$ cat src/rtl/square22_pkg.sv
// Shared types and default sizing for the square22 serial squarer sequencer.
package square22_pkg;

  localparam int unsigned SqN      = 22;
  localparam int unsigned SqDw     = 28;
  localparam int unsigned SqSettle = 2;

  typedef enum logic [1:0] {
    StIdle,
    StShift,
    StSettle,
    StDone
  } sq22_state_t;

endpackage

$ cat src/rtl/square22_pp_gen.sv
// Partial-product row generator: lane[i] = a[N-1-t] & a[i] while shifting, zero otherwise.
module square22_pp_gen
  import square22_pkg::*;
#(
  parameter int unsigned N  = SqN,
  parameter int unsigned TW = (SqN > 1) ? $clog2(SqN) : 1
) (
  input  logic [N-1:0]  a_i,
  input  logic [TW-1:0] t_i,
  input  logic          en_i,
  output logic [N-1:0]  lane_o
);

  logic [TW-1:0] idx;

  always_comb begin
    lane_o = '0;
    // Multiplier bits are walked MSB first.
    idx = TW'(N - 1) - t_i;
    if (en_i && a_i[idx]) begin
      lane_o = a_i;
    end
  end

endmodule

$ cat src/rtl/square22_sequencer.sv
// Serial squarer sequencer: feeds partial-product rows, waits for settle, captures the result.
// Optional completed-operation counter enabled with `define SQ22_SEQ_PERF_EN.
module square22_sequencer
  import square22_pkg::*;
#(
  parameter int unsigned N      = SqN,
  parameter int unsigned DW     = SqDw,
  parameter int unsigned SETTLE = SqSettle
) (
  input  logic          clk,
  input  logic          rst_n,
  input  logic          op_valid,
  output logic          op_ready,
  input  logic [N-1:0]  op_data,
  output logic [N-1:0]  lane,
  input  logic [DW-1:0] dst_in,
  output logic          res_valid,
  input  logic          res_ready,
  output logic [DW-1:0] res_data,
  output logic          busy,
  output logic [15:0]   op_count
);

  localparam int unsigned TW = (N > 1) ? $clog2(N) : 1;

  sq22_state_t   state_q;
  logic [N-1:0]  a_q;
  logic [TW-1:0] t_q;
  logic [3:0]    settle_q;
  logic          res_valid_q;
  logic [DW-1:0] res_data_q;

  assign op_ready  = (state_q == StIdle);
  assign busy      = (state_q != StIdle);
  assign res_valid = res_valid_q;
  assign res_data  = res_data_q;

  always_ff @(posedge clk or negedge rst_n) begin
    if (!rst_n) begin
      state_q     <= StIdle;
      a_q         <= '0;
      t_q         <= '0;
      settle_q    <= '0;
      res_valid_q <= 1'b0;
      res_data_q  <= '0;
    end else begin
      unique case (state_q)
        StIdle: begin
          if (op_valid) begin
            a_q     <= op_data;
            t_q     <= '0;
            state_q <= StShift;
          end
        end
        StShift: begin
          t_q <= t_q + 1'b1;
          if (t_q == TW'(N - 1)) begin
            settle_q <= '0;
            state_q  <= StSettle;
          end
        end
        StSettle: begin
          if (settle_q == 4'(SETTLE - 1)) begin
            res_data_q  <= dst_in;
            res_valid_q <= 1'b1;
            state_q     <= StDone;
          end else begin
            settle_q <= settle_q + 1'b1;
          end
        end
        StDone: begin
          // Returning to idle first keeps a fresh accept out of the handshake cycle.
          if (res_ready) begin
            res_valid_q <= 1'b0;
            state_q     <= StIdle;
          end
        end
        default: state_q <= StIdle;
      endcase
    end
  end

  square22_pp_gen #(
    .N  (N),
    .TW (TW)
  ) u_pp_gen (
    .a_i    (a_q),
    .t_i    (t_q),
    .en_i   (state_q == StShift),
    .lane_o (lane)
  );

`ifdef SQ22_SEQ_PERF_EN
  logic        handshake;
  logic [15:0] op_count_q;

  assign handshake = (state_q == StDone) && res_ready;

  always_ff @(posedge clk or negedge rst_n) begin
    if (!rst_n) begin
      op_count_q <= '0;
    end else if (handshake && (op_count_q != 16'hFFFF)) begin
      op_count_q <= op_count_q + 16'd1;
    end
  end

  assign op_count = op_count_q;
`else
  assign op_count = 16'h0000;
`endif

endmodule

$ cat config.mk
export PLATFORM = sky130hd
export DESIGN_NAME = square22_sequencer
export DESIGN_NICKNAME = d
export VERILOG_FILES = /design/src/rtl/square22_pkg.sv /design/src/rtl/square22_pp_gen.sv /design/src/rtl/square22_sequencer.sv
export SDC_FILE = /design/constraint.sdc
export NUM_CORES = 1
export LEC_CHECK = 0
export ABC_AREA = 1
export CORE_MARGIN = 2
export CORE_UTILIZATION = 47
export CTS_CLUSTER_SIZE = 10
export DETAILED_ROUTE_END_ITERATION = 10
export PLACE_DENSITY = 0.91
export SLEW_MARGIN = 30
export SYNTH_ARGS = -nofsm -noshare
export SYNTH_HDL_FRONTEND = slang
export SYNTH_SLANG_ARGS = --single-unit
$ cat constraint.sdc
create_clock -name clk -period 5.31 [get_ports clk]
set_input_delay 1.062 -clock clk [delete_from_list [all_inputs] [get_ports clk]]
set_output_delay 1.062 -clock clk [all_outputs]
set_load 0.01 [all_outputs]
==> metrics.txt, run 1 <==
# TYPE chip_impl_metric gauge
chip_impl_metric{name="worst_slew_pin_slew",unit="ns"} 0.762
chip_impl_metric{name="design.portCount",unit=""} 123
chip_impl_metric{name="cts.repair_timing.setup_buffer_count",unit=""} 0
chip_impl_metric{name="fillerInstances",unit=""} 477
chip_impl_metric{name="timing_max_transition_violations_final",unit=""} 0
chip_impl_info{name="worstSetupPathType",value="reg2out"} 1
chip_impl_metric{name="io_buffers",unit=""} 106
chip_impl_metric{name="synthesis.area_per_instance",unit="µm²"} 9.46
chip_impl_metric{name="cts_resized",unit=""} 0
chip_impl_metric{name="coreArea",unit="µm²"} 6420
chip_impl_metric{name="drcViolationCount",unit=""} 0
chip_impl_metric{name="multi_input_area",unit="µm²"} 1300
chip_impl_metric{name="placed_area",unit="µm²"} 4180
chip_impl_metric{name="finalNonFillerCells",unit=""} 521
chip_impl_metric{name="seqCellArea",unit="µm²"} 1550
chip_impl_metric{name="clkSinkCount",unit=""} 62
chip_impl_metric{name="timing.critical_path.arrival",unit="ns"} 3.09
chip_impl_metric{name="maximum_number_of_pins_on_one_net_before_global_route_repair",unit=""} 63
chip_impl_metric{name="timing.final.crit_share",unit="%"} 78.2
chip_impl_metric{name="layout-area-overhead-vs-synth",unit="%"} 39.0
chip_impl_info{name="tritoncts",value="built"} 1
chip_impl_metric{name="globalRouteTotalUtil",unit="%"} 19.6
chip_impl_info{name="synth_top_cells_by_area",value="dfrtp_1 (49%), mux2_1 (10%), nand2_1 (7.2%), ha_1 (4.0%), nor2_2 (4.0%)"} 1
chip_impl_metric{name="fin_util",unit="%"} 68.4
chip_impl_metric{name="maximum_count_of_clock_buffers_along_a_single_path",unit=""} 2
chip_impl_metric{name="yosys_warnings",unit=""} 0
chip_impl_metric{name="maxSlewHeadroom",unit="%"} 49.2
chip_impl_metric{name="fin_worst_hold_slack",unit="ns"} 0.490
chip_impl_info{name="crit_path_cell_trace",value="inv_2, ha_1, inv_1, nand3_1, nand3_1, nand3_2, nand3_2, nor2_1, clkdlybuf4s50_1"} 1
chip_impl_metric{name="syn_inst",unit=""} 334
chip_impl_metric{name="ratio_of_cells_with_drive_above_1_in_the_final_layout",unit="%"} 13.7
chip_impl_metric{name="route.antenna.remaining_nets",unit=""} 0
chip_impl_metric{name="final-hold-violation-count",unit=""} 0
chip_impl_metric{name="detail_route.wirelength",unit="mm"} 7.05
chip_impl_metric{name="critical_path_fanouts_max",unit=""} 22
chip_impl_metric{name="peakVddDrop",unit="µV"} 301
chip_impl_metric{name="num_rows",unit=""} 29
chip_impl_metric{name="reg2reg_slack",unit="ns"} 3.10
chip_impl_metric{name="route.vias.total",unit=""} 2606
chip_impl_metric{name="critPathRequiredTime",unit="ns"} 4.25
chip_impl_metric{name="critical_path.max_stage_delay",unit="ns"} 0.58
chip_impl_metric{name="final_net_count",unit=""} 503
chip_impl_metric{name="via_per_inst",unit=""} 5.00
chip_impl_metric{name="floorplan.initialDensity",unit="%"} 49.2
chip_impl_metric{name="die-width",unit="µm"} 86.0
chip_impl_info{name="cell_family_with_most_cp_delay",value="simple AND/OR/NAND/NOR gates"} 1
chip_impl_metric{name="clk-insertion-delay-late",unit="ns"} 0.33
chip_impl_metric{name="finalClockSkew",unit="ns"} 0.00696
chip_impl_metric{name="place.gp.congestion",unit=""} 0.842
chip_impl_metric{name="power_per_cell_area",unit="nW/µm²"} 581
chip_impl_metric{name="fin_area",unit="µm²"} 4390
chip_impl_metric{name="static_leakage",unit="nW"} 1.96
chip_impl_metric{name="grt_pass1_vias",unit=""} 2427
chip_impl_metric{name="fp.dieArea",unit="µm²"} 7390
chip_impl_metric{name="router_iterations_before_antenna_repair",unit=""} 5
chip_impl_metric{name="placed_cells_incl_taps",unit=""} 505
chip_impl_metric{name="hpwl",unit="mm"} 5.21
chip_impl_metric{name="drv_cap",unit=""} 0
chip_impl_info{name="critical-path-slowest-cell",value="clkdlybuf4s50_1"} 1
chip_impl_info{name="clock_tree.root_cell",value="clkbuf_8"} 1
chip_impl_metric{name="ys_seq_area_share",unit="%"} 49.1
chip_impl_metric{name="gr-total-overflow",unit=""} 0
chip_impl_info{name="worst_setup_path_end_kind",value="output port"} 1
chip_impl_info{name="startpoint_type",value="register"} 1
chip_impl_metric{name="fmax",unit="GHz"} 0.241
chip_impl_metric{name="global_route_wire_length_before_repair",unit="mm"} 11.4
chip_impl_metric{name="synth-seq-cells",unit=""} 62
chip_impl_metric{name="synth_area",unit="µm²"} 3160
chip_impl_metric{name="timing.final.setup_violations",unit=""} 0
chip_impl_info{name="synth.largest_area_cell",value="dfrtp_1"} 1
chip_impl_metric{name="yosys.area.top_type_share",unit="%"} 49.1
chip_impl_metric{name="cts_hold_repair.buffers",unit=""} 0
chip_impl_metric{name="synth.lib_cells_used.distinct",unit=""} 29
chip_impl_metric{name="setup_total_negative_slack",unit="ns"} 0
chip_impl_metric{name="h-tree-depth",unit=""} 3
chip_impl_metric{name="cts.clk_slew.worst_paths",unit="ns"} 0.07
chip_impl_metric{name="period_needed",unit="ns"} 4.15
chip_impl_metric{name="drt_first_iter_violations",unit=""} 145
chip_impl_metric{name="cp_num_buf_inv",unit=""} 3
chip_impl_metric{name="antenna_found_initial",unit=""} 0
chip_impl_metric{name="antenna_cells",unit=""} 0
chip_impl_info{name="min-delay-path-class",value="reg2reg"} 1
chip_impl_info{name="grt_setup_unrepaired",value="false"} 1
chip_impl_metric{name="wire_per_inst",unit="µm"} 13.5
chip_impl_metric{name="cts_made_buffers",unit=""} 9
chip_impl_metric{name="die_h",unit="µm"} 86.0
chip_impl_info{name="outcome",value="finished, final reports clean"} 1
## power breakdown
group / internal [mW] / leakage, nW / switching (mW)
clock: 0.276 / 0.110 / 0.172
combinational: 0.597 / 1.10 / 0.654
sequential: 0.704 / 0.750 / 0.146
total: 1.58 / 1.96 / 0.972
## synthesized netlist by cell type
library cell	instances
ha_1	10
o21ai_0	23
xor2_1	4
nand3_1	23
nand3_2	2
inv_1	19
conb_1	1
nand4_1	1
clkbuf_1	4
buf_6	3
nor3_1	2
o22ai_1	2
a21oi_1	6
nand2_1	61
clkbuf_8	1
buf_4	16
inv_2	13
clkinv_1	1
o21ai_1	7
clkinv_2	7
nor3b_1	1
mux2_1	28
o211ai_1	1
o21ai_2	1
dfrtp_1	62
nor2_2	20
or2_2	1
nor2_1	9
buf_2	5
## placed cells by master (no fill, tap or decap), drive strengths merged
cell / count
a21oi: 6
buf: 3
bufinv: 2
clkbuf: 12
clkdlybuf4s50: 105
clkinv: 10
conb: 16
dfrtp: 62
ha: 10
inv: 32
mux2: 28
nand2: 61
nand3: 25
nand4: 1
nor2: 29
nor3: 2
nor3b: 1
o211ai: 1
o21ai: 31
o22ai: 2
or2: 1
xor2: 4
## flip-flops by register name, summed over array words and instances, names as in the netlist
name	cells
a_q	22
res_data	28
res_valid	1
settle_q	4
state_q	2
t_q	5
## final cells by class
type,instances,area share [%]
well taps,77,2.19
multi-input cells,218,29.6
clock buffers,12,3.31
repair buffers,108,24.4
inverters,40,3.62
flip-flops and latches,62,35.3
clock inverters,4,1.60
## metrics by stage
stage | total power [mW] | setup WS (ns)
global route | 2.73 | 0.932
detailed placement | 2.11 | 1.53
CTS | 2.57 | 1.17
floorplan | 1.61 | 2.66
finish | 2.55 | 1.16
global placement | 2.06 | 1.64
## cell families (layout without fill, tap and decap cells)
kind of cell,Yosys count,count (layout),synth area share [%]
other,1,16,0.119
adder cells (fa/ha/maj),10,10,3.96
multiplexers,28,28,9.98
XOR/XNOR,4,4,1.11
AND/OR/NAND/NOR,120,120,17.5
AO/OA/AOI/OAI,40,40,6.61
buffers and inverters,69,164,11.6
flip-flops,62,62,49.1
## metal layers
layer | share of wire, % | global-route usage, % | vias to the layer above
met1 | 43 | 23.8 | 1259
met4 | 1.7 | 8.37 | 0
met3 | 4.6 | 4.23 | 12
li1 | - | - | 1258
met2 | 51 | 33.6 | 77
met5 | 0 | 0 | -
## worst reg2reg max path: cells and delay by family, from the launching register on
family                   cells  cell delay, ns
buffers and inverters        3            0.66
flip-flops                   1            0.40
AND/OR/NAND/NOR              6            0.67
AO/OA/AOI/OAI                1            0.15
adder cells (fa/ha/maj)      1            0.23
## worst paths after layout
path                             start          end  depth (start not counted)
min in group asynchronous        rst_n  res_data[1]                          2
max reg2reg                 state_q[0]       t_q[4]                         11
max in group asynchronous        rst_n      a_q[14]                          2
max                             t_q[1]     lane[21]                          9
min reg2reg                res_data[1]  res_data[1]                          1
min                        res_data[1]  res_data[1]                          1
(Power assumes the default switching activity.)
==> inputs of run 2 (changes only) <==
--- a/config.mk
+++ b/config.mk
@@ -7,10 +7,10 @@
 export LEC_CHECK = 0
 export ABC_AREA = 1
 export CORE_MARGIN = 2
-export CORE_UTILIZATION = 47
+export CORE_UTILIZATION = 40
 export CTS_CLUSTER_SIZE = 10
 export DETAILED_ROUTE_END_ITERATION = 10
-export PLACE_DENSITY = 0.91
+export PLACE_DENSITY = 0.83
 export SLEW_MARGIN = 30
 export SYNTH_ARGS = -nofsm -noshare
 export SYNTH_HDL_FRONTEND = slang
==> constraint.sdc (replaced) <==
create_clock -name clk -period 3.8 [get_ports clk]
set_input_delay 0.76 -clock clk [delete_from_list [all_inputs] [get_ports clk]]
set_output_delay 0.76 -clock clk [all_outputs]
set_load 0.01 [all_outputs]
==> metrics.txt, run 2 (synthesized netlist as in run 1, its figures left out) <==
# TYPE chip_impl_metric gauge
chip_impl_metric{name="cp_num_buf_inv",unit=""} 4
chip_impl_metric{name="globalRouteTotalUtil",unit="%"} 16.7
chip_impl_metric{name="cts.clk_slew.worst_paths",unit="ns"} 0.07
chip_impl_metric{name="router_iterations_before_antenna_repair",unit=""} 4
chip_impl_info{name="worst_setup_path_end_kind",value="output port"} 1
chip_impl_info{name="tritoncts",value="built"} 1
chip_impl_info{name="startpoint_type",value="register"} 1
chip_impl_metric{name="period_needed",unit="ns"} 3.49
chip_impl_metric{name="route.vias.total",unit=""} 2538
chip_impl_metric{name="fp.dieArea",unit="µm²"} 8620
chip_impl_metric{name="drv_cap",unit=""} 0
chip_impl_info{name="clock_tree.root_cell",value="clkbuf_8"} 1
chip_impl_info{name="outcome",value="finished, final reports clean"} 1
chip_impl_metric{name="critPathRequiredTime",unit="ns"} 3.04
chip_impl_metric{name="cell_internal_power",unit="mW"} 2.26
chip_impl_metric{name="largest_reg_flops",unit=""} 28
chip_impl_metric{name="timing.critical_path.arrival",unit="ns"} 2.73
chip_impl_metric{name="layout-area-overhead-vs-synth",unit="%"} 40.8
chip_impl_metric{name="route.antenna.remaining_nets",unit=""} 0
chip_impl_metric{name="grt_pass1_vias",unit=""} 2488
chip_impl_metric{name="power.total",unit="mW"} 3.60
chip_impl_metric{name="detail_route.wirelength",unit="mm"} 6.92
chip_impl_metric{name="floorplan.initialDensity",unit="%"} 41.1
chip_impl_metric{name="cts.repair_timing.setup_buffer_count",unit=""} 0
chip_impl_info{name="min-delay-path-class",value="in2async"} 1
chip_impl_metric{name="antenna_found_initial",unit=""} 0
chip_impl_metric{name="final-hold-violation-count",unit=""} 0
chip_impl_metric{name="cts_resized",unit=""} 0
chip_impl_metric{name="place.gp.congestion",unit=""} 0.827
chip_impl_info{name="layout_commonest_cell",value="clkdlybuf4s50_1"} 1
chip_impl_metric{name="maxSlewHeadroom",unit="%"} 61.3
chip_impl_metric{name="seq_power_share",unit="%"} 32.9
chip_impl_metric{name="io_buffers",unit=""} 106
chip_impl_metric{name="static_leakage",unit="nW"} 1.97
chip_impl_metric{name="h-tree-depth",unit=""} 3
chip_impl_metric{name="num_rows",unit=""} 32
chip_impl_metric{name="setup_total_negative_slack",unit="ns"} 0
chip_impl_metric{name="clk-insertion-delay-late",unit="ns"} 0.33
chip_impl_info{name="critical-path-slowest-cell",value="clkdlybuf4s50_1"} 1
chip_impl_info{name="mostFrequentLayoutCells",value="clkdlybuf4s50_1 (105), dfrtp_1 (62), nand2_1 (61), mux2_1 (28)"} 1
chip_impl_metric{name="swShare",unit="%"} 37.3
chip_impl_info{name="worstSetupPathType",value="reg2out"} 1
chip_impl_metric{name="cts_made_buffers",unit=""} 9
chip_impl_metric{name="die-width",unit="µm"} 92.9
chip_impl_metric{name="hpwl",unit="mm"} 5.28
chip_impl_metric{name="drcViolationCount",unit=""} 0
chip_impl_metric{name="timing_max_transition_violations_final",unit=""} 0
chip_impl_metric{name="fmax",unit="GHz"} 0.287
chip_impl_metric{name="power_per_cell_area",unit="nW/µm²"} 810
chip_impl_metric{name="gr-total-overflow",unit=""} 0
chip_impl_metric{name="switchingPower",unit="mW"} 1.34
chip_impl_metric{name="final_net_count",unit=""} 504
chip_impl_info{name="crit_path_cell_trace",value="inv_2, ha_1, inv_1, nand2_1, nand2_1, nand2_1, nand2_1, nand3_2, buf_4, nor2_2, clkdlybuf4s50_1"} 1
chip_impl_info{name="grt_setup_unrepaired",value="false"} 1
chip_impl_metric{name="design.portCount",unit=""} 123
chip_impl_metric{name="via_per_inst",unit=""} 4.64
chip_impl_metric{name="cts_hold_repair.buffers",unit=""} 0
chip_impl_metric{name="maximum_number_of_pins_on_one_net_before_global_route_repair",unit=""} 46
chip_impl_metric{name="timing.final.setup_violations",unit=""} 0
chip_impl_metric{name="peakVddDrop",unit="µV"} 472
chip_impl_metric{name="drt_first_iter_violations",unit=""} 80
chip_impl_metric{name="power.clock.fraction",unit="%"} 18.7
chip_impl_metric{name="antenna_cells",unit=""} 0
chip_impl_info{name="critPathMostFrequentCell",value="nand2_1"} 1
chip_impl_metric{name="finalClockSkew",unit="ns"} 0.0116
chip_impl_metric{name="comb_power_share",unit="%"} 48.5
chip_impl_metric{name="critical_path_fanouts_max",unit=""} 22
chip_impl_metric{name="wire_per_inst",unit="µm"} 12.7
chip_impl_metric{name="worst_slew_pin_slew",unit="ns"} 0.579
chip_impl_metric{name="maximum_count_of_clock_buffers_along_a_single_path",unit=""} 2
chip_impl_metric{name="critical_path.max_stage_delay",unit="ns"} 0.55
chip_impl_metric{name="die_h",unit="µm"} 92.9
chip_impl_metric{name="global_route_wire_length_before_repair",unit="mm"} 11.5
chip_impl_metric{name="coreArea",unit="µm²"} 7690
chip_impl_metric{name="timing.final.crit_share",unit="%"} 91.8
chip_impl_info{name="cell_family_with_most_cp_delay",value="buffers and inverters"} 1
chip_impl_metric{name="ratio_of_cells_with_drive_above_1_in_the_final_layout",unit="%"} 13.7
chip_impl_metric{name="clkSinkCount",unit=""} 62
run 2: power groups by stage:
stage | Sequential (mW) | Combinational [mW] | Clock [mW]
finish | 1.18 | 1.75 | 0.673
global route | 1.23 | 1.94 | 0.729
CTS | 1.19 | 1.77 | 0.692
detailed placement | 1.20 | 1.76 | 0
global placement | 1.18 | 1.71 | 0
floorplan | 1.23 | 1.02 | 0
run 2: per-stage QoR:
stage	setup slack, ns	hold WS [ns]	utilization, %	cell area [µm²]	instances
after floorplan	1.46	0.464	-	3220	349
after global placement	0.764	0.473	54.8	4210	531
after detailed placement	0.668	0.481	54.8	4210	531
after CTS	0.311	0.494	57.8	4440	547
after global routing	0.130	0.457	57.8	4450	547
final	0.310	0.422	57.8	4450	547
run 2: metal layers:
| layer | track usage [%] | share of wire (%) |
|---|---|---|
| met5 | 0 | 0 |
| met2 | 28.4 | 51 |
| met3 | 2.69 | 4.3 |
| met4 | 7.35 | 1.6 |
| met1 | 21.0 | 43 |
run 2: layout make-up:
cell class	instances	area, µm²
repair buffers	109	1080
flip-flops and latches	62	1550
inverters	40	159
multi-input cells	218	1300
clock inverters	4	95.1
fillers	672	3240
clock buffers	12	135
well taps	102	128
run 2: worst paths after layout:
path	start	end	slack (ns)	depth (start not counted)
max	t_q[1]	lane[5]	0.31	11
min	rst_n	a_q[2]	0.42	1
max reg2reg	state_q[0]	t_q[4]	1.70	11
min reg2reg	res_data[13]	res_data[13]	0.49	1
max in group asynchronous	rst_n	res_data[4]	2.72	2
min in group clk	res_data[13]	res_data[13]	0.49	1
